**config.mk**
```make
export PLATFORM = sky130hd
export DESIGN_NAME = io_bridge
export DESIGN_NICKNAME = d
export VERILOG_FILES = /design/src/rtl/io_bridge_pkg.sv /design/src/rtl/io_in_slot.sv /design/src/rtl/io_bridge.sv
export SDC_FILE = /design/constraint.sdc
export NUM_CORES = 1
export LEC_CHECK = 0
export CAP_MARGIN = 30
export CORE_AREA = 2 2 240 242
export DETAILED_ROUTE_END_ITERATION = 10
export DIE_AREA = 0 0 242 244
export GPL_ROUTABILITY_DRIVEN = 0
export PLACE_DENSITY = 0.66
export SYNTH_ARGS = -nofsm -noshare
export SYNTH_HDL_FRONTEND = slang
export SYNTH_SLANG_ARGS = --single-unit
```
**constraint.sdc**
```tcl
create_clock -name clk -period 1.4 [get_ports clk]
set_input_delay 0.28 -clock clk [delete_from_list [all_inputs] [get_ports clk]]
set_output_delay 0.28 -clock clk [all_outputs]
set_load 0.03 [all_outputs]
```
**src/rtl/io_bridge_pkg.sv**
```systemverilog
// Shared types and helpers for the io_bridge peripheral interface.
package io_bridge_pkg;

  // Interrupt pulse generator states
  typedef enum logic [1:0] {
    IDLE = 2'd0,
    FIRE = 2'd1,
    HOLD = 2'd2
  } itr_state_t;

  // Lowest bit of port k inside a flattened bus of w-bit ports
  function automatic int slice_lo(input int k, input int w);
    return k * w;
  endfunction

endpackage

```
**src/rtl/io_in_slot.sv**
```systemverilog
// One-deep input buffer: captures from an external producer, released by a core read.
module io_in_slot #(
  parameter int NUBITS = 32
) (
  input  logic              clk,
  input  logic              rst,
  input  logic [NUBITS-1:0] load_data,
  input  logic              load_vld,
  input  logic              take,
  output logic              rdy,
  output logic              capture,
  output logic [NUBITS-1:0] data
);

  logic full;

  // Ready comes straight from the flag so a core read never ripples into the producer side
  assign rdy     = ~full;
  assign capture = load_vld & ~full;

  // Capture has priority: it only happens when empty, where a read would leave the flag alone anyway
  always_ff @(posedge clk) begin
    if (rst) begin
      full <= 1'b0;
      data <= '0;
    end else if (capture) begin
      full <= 1'b1;
      data <= load_data;
    end else if (take) begin
      full <= 1'b0;
    end
  end

endmodule

```
**src/rtl/io_bridge.sv**
```systemverilog
// Peripheral side of the core I/O interface: input buffers, output registers, interrupt pulse.
module io_bridge
  import io_bridge_pkg::*;
#(
  parameter int                NUBITS = 32,
  parameter int                NUIOIN = 8,
  parameter int                NUIOOU = 8,
  parameter logic [NUIOIN-1:0] ITRMSK = {NUIOIN{1'b0}},
  parameter int                ITRHLD = 4
) (
  input  logic                       clk,
  input  logic                       rst,
  input  logic                       req_in,
  input  logic [$clog2(NUIOIN)-1:0]  addr_in,
  output logic [NUBITS-1:0]          io_in,
  input  logic                       out_en,
  input  logic [$clog2(NUIOOU)-1:0]  addr_out,
  input  logic [NUBITS-1:0]          data_out,
  output logic                       itr,
  input  logic [NUIOIN*NUBITS-1:0]   in_data,
  input  logic [NUIOIN-1:0]          in_vld,
  output logic [NUIOIN-1:0]          in_rdy,
  output logic [NUIOOU*NUBITS-1:0]   out_data,
  output logic [NUIOOU-1:0]          out_stb
);

  localparam int CNT_W = $clog2(ITRHLD + 1);

  logic [NUBITS-1:0] slot_data [NUIOIN];
  logic [NUIOIN-1:0] capture;
  logic [NUIOIN-1:0] take;
  logic              itr_event;
  itr_state_t        state;
  logic              pending;
  logic [CNT_W-1:0]  cnt;

  for (genvar k = 0; k < NUIOIN; k++) begin : g_slot
    assign take[k] = req_in && (int'(addr_in) == k);

    io_in_slot #(
      .NUBITS(NUBITS)
    ) u_slot (
      .clk      (clk),
      .rst      (rst),
      .load_data(in_data[slice_lo(k, NUBITS) +: NUBITS]),
      .load_vld (in_vld[k]),
      .take     (take[k]),
      .rdy      (in_rdy[k]),
      .capture  (capture[k]),
      .data     (slot_data[k])
    );
  end

  // Read mux toward the core; an address past the last port reads as zero
  always_comb begin
    io_in = '0;
    for (int i = 0; i < NUIOIN; i++) begin
      if (int'(addr_in) == i) io_in = slot_data[i];
    end
  end

  // Output port registers with a one-cycle strobe per write; out-of-range addresses match no port
  always_ff @(posedge clk) begin
    if (rst) begin
      out_data <= '0;
      out_stb  <= '0;
    end else begin
      for (int i = 0; i < NUIOOU; i++) begin
        out_stb[i] <= out_en && (int'(addr_out) == i);
        if (out_en && (int'(addr_out) == i)) begin
          out_data[slice_lo(i, NUBITS) +: NUBITS] <= data_out;
        end
      end
    end
  end

  assign itr_event = |(capture & ITRMSK);

  // Interrupt pulse with holdoff; events arriving while busy collapse into a single pending pulse
  always_ff @(posedge clk) begin
    if (rst) begin
      state   <= IDLE;
      pending <= 1'b0;
      cnt     <= '0;
      itr     <= 1'b0;
    end else begin
      itr <= 1'b0;
      case (state)
        IDLE: begin
          if (itr_event || pending) begin
            state   <= FIRE;
            pending <= 1'b0;
            itr     <= 1'b1;
          end
        end
        FIRE: begin
          state <= HOLD;
          cnt   <= CNT_W'(ITRHLD - 1);
          if (itr_event) pending <= 1'b1;
        end
        HOLD: begin
          if (itr_event) pending <= 1'b1;
          if (cnt == '0) state <= IDLE;
          else           cnt   <= cnt - CNT_W'(1);
        end
        default: state <= IDLE;
      endcase
    end
  end

endmodule

```
==> metrics.cfg <==
[pwr]
switching_power_mw=10.4
ir_drop_mv=0.919
swShare_pct=26.2
power_mw=39.7
powerDensity_nw_per_um2=1160
p_int_mw=29.3
p_leak_nw=12.8
p_comb_share_pct=16.3
p_seq_share_pct=40.9
clock_power_share_pct=42.9

[place]
place_area_um2=30300
dp_slack_ns=-0.677
placedCellCount=3918
port-buffer-count=609
place_hpwl_mm=61.6

[worst_setup_path]
cp_max_fo=2
cp-end-kind=output pin
arrival_ns=1.70
critPathRequiredTime_ns=1.12
critical_path_class=register to output pin
start_kind=register

[floorplanning]
die_h_um=244
die_w_um=242
design.core.area_um2=56200
start_util_pct=37.4
rows=87
ioPinCount=611
fp.dieArea_um2=59000

[sta]
rsz0062_at_grt=true
timing.fmax_mhz=504
fin_setup_tns_ns=-16.09
hold_ws_ns=0.0820
post-route-min-period_ns=1.98
setup_viol_count_final=39
hold_violations=0
finalCritPeriodShare_pct=142
fin_ws_ns=-0.582
slew_violations=0
fin_worst_skew_ns=0.0136

[route]
ant_nets=0
wire_per_inst_um=21.7
drc=0
firstDrtPassIters=5
viasPerCell=5.37
wirelength_met1_mm=33.2
drtIter0Drc=1612
wirelength_mm=87.9
route.met3.wl_mm=9.67
route.met2.wl_mm=42.3
num_vias=21781
highest_layer=met4

[cts]
clk_pin_slew_ns=0.06
cts_buffers=57
clock_sinks=528
cts_tree=built
h-tree-depth=2
cts_max_path_buffers=3
clockRootBuffer=clkbuf_16
clkLatencyLatePin_ns=0.61

[cells_and_area]
final_cell_mix=1025 x nand2_1, 543 x a21oi_1, 356 x dfxtp_2
finalNetCount=3554
n_fill_cell=4604
final_common_cell=nand2_1
fin_util_pct=60.9
stdcell_count=4055
stdcell_area_um2=34200
syn_to_final_growth_pct=62.8
drive_gt1_share_pct=36.0

[job]
max_cap_viol_count=0

[synthesis]
yosysSeqAreaShare_pct=50.3
synth.net_count=2957
netlist_area_um2=21000
ys_warn_count=0
ys_seq_elements=528
synth_cell_type_count=34
synthCells=2651
syn_avg_cell_area_um2=7.93

[outcome]
run_status=finished with violations
violations=setup timing

[global_routing]
grt_pass1_vias=21501
grt.overflow.total=0
grt_antenna_before_repair=3
grt_util_all_layers_pct=28.4
grt_pass1_wl_mm=131
grt_max_degree=71

[min_path]
hold_class=input pin to register

==> power groups by stage <==
| stage | sequential [mW] | clock [mW] | combinational [mW] |
|---|---|---|---|
| after floorplan | 16.6 | 0 | 2.86 |
| after CTS | 16.2 | 17.2 | 6.32 |
| final | 16.2 | 17.0 | 6.47 |
| after detailed placement | 16.4 | 0 | 6.00 |
| after global placement | 16.4 | 0 | 5.92 |
| after global routing | 16.3 | 17.8 | 6.78 |
==> synth_stat cells, drive strengths merged <==
library cell	number	area [um2]
or2	1	6.26
nand4b	6	52.6
mux2i	84	841
and4	1	8.76
nand4	2	12.5
mux4	8	180
and2	1	6.26
nor2b	8	50.1
nand2b	9	56.3
and4bb	3	37.5
or4b	1	10.0
o41ai	2	17.5
and4b	3	30.0
conb	1	3.75
nor4b	1	23.8
dfxtp	528	10600
a2bb2oi	27	236
nor2	15	58.8
nand3	1	5.00
inv	10	37.5
o21ai	2	10.0
a21oi	548	2740
nand2	1037	3890
o22ai	55	344
o22a	1	8.76
buf	139	1040
a22oi	27	203
nand4bb	5	56.3
clkbuf	125	469
==> cell families (layout without fill, tap and decap cells) <==
family | count (synthesis) | count (layout) | synth area share [%]
simple gates | 1094 | 1094 | 20.5
compound gates | 662 | 662 | 17.0
flops | 528 | 528 | 50.3
buf+inv | 274 | 919 | 7.37
mux | 92 | 92 | 4.86
other cells | 1 | 4 | 0.0178
==> sequential cells by signal (all words and copies together), names as in the netlist <==
signal,count
out_stb,8
out_data,256
g_slot.u_slot.data,256
g_slot.u_slot.full,8
==> path summary, 6_finish.rpt <==
kind	start	endpoint	slack [ns]	cells past startpoint
max reg2reg	g_slot[3].u_slot.full	g_slot[3].u_slot.data[20]	0.07	5
max	g_slot[7].u_slot.data[23]	io_in[23]	-0.58	4
min reg2reg	g_slot[5].u_slot.data[15]	g_slot[5].u_slot.data[15]	0.45	2
min	rst	g_slot[3].u_slot.data[11]	0.08	3
==> cell type report <==
cell class / count / area [um2] / share of cell area, %
clock buffers: 78 / 1670 / 4.87
inverters: 10 / 40.0 / 0.117
clock inverters: 29 / 472 / 1.38
flip-flops and latches: 528 / 11100 / 32.5
repair buffers: 802 / 9550 / 27.9
well taps: 756 / 946 / 2.76
multi-input cells: 1849 / 10400 / 30.4
diodes: 3 / 7.51 / 0.0219
==> what timing repair did <==
item                        CTS  global route
pin swaps                    82            50
gates cloned                  3             2
hold buffers                  0             0
setup endpoints to repair   304           116
buffers inserted             12            12
gates resized for setup    1877            75
==> worst max-delay path, cell delays in order, from the launching register on <==
cell and delay, ns:
dfxtp_2 0.33, mux4_2 0.48, nand2_2 0.10, nand2_4 0.05
buf_6 0.13
==> per-layer routing <==
metal,up-vias,track usage [%]
li1,9947,-
met1,10526,34.0
met2,1127,47.8
met3,181,9.49
met4,0,9.50
met5,-,0
Note: power is estimated with default switching activity, not from simulation.
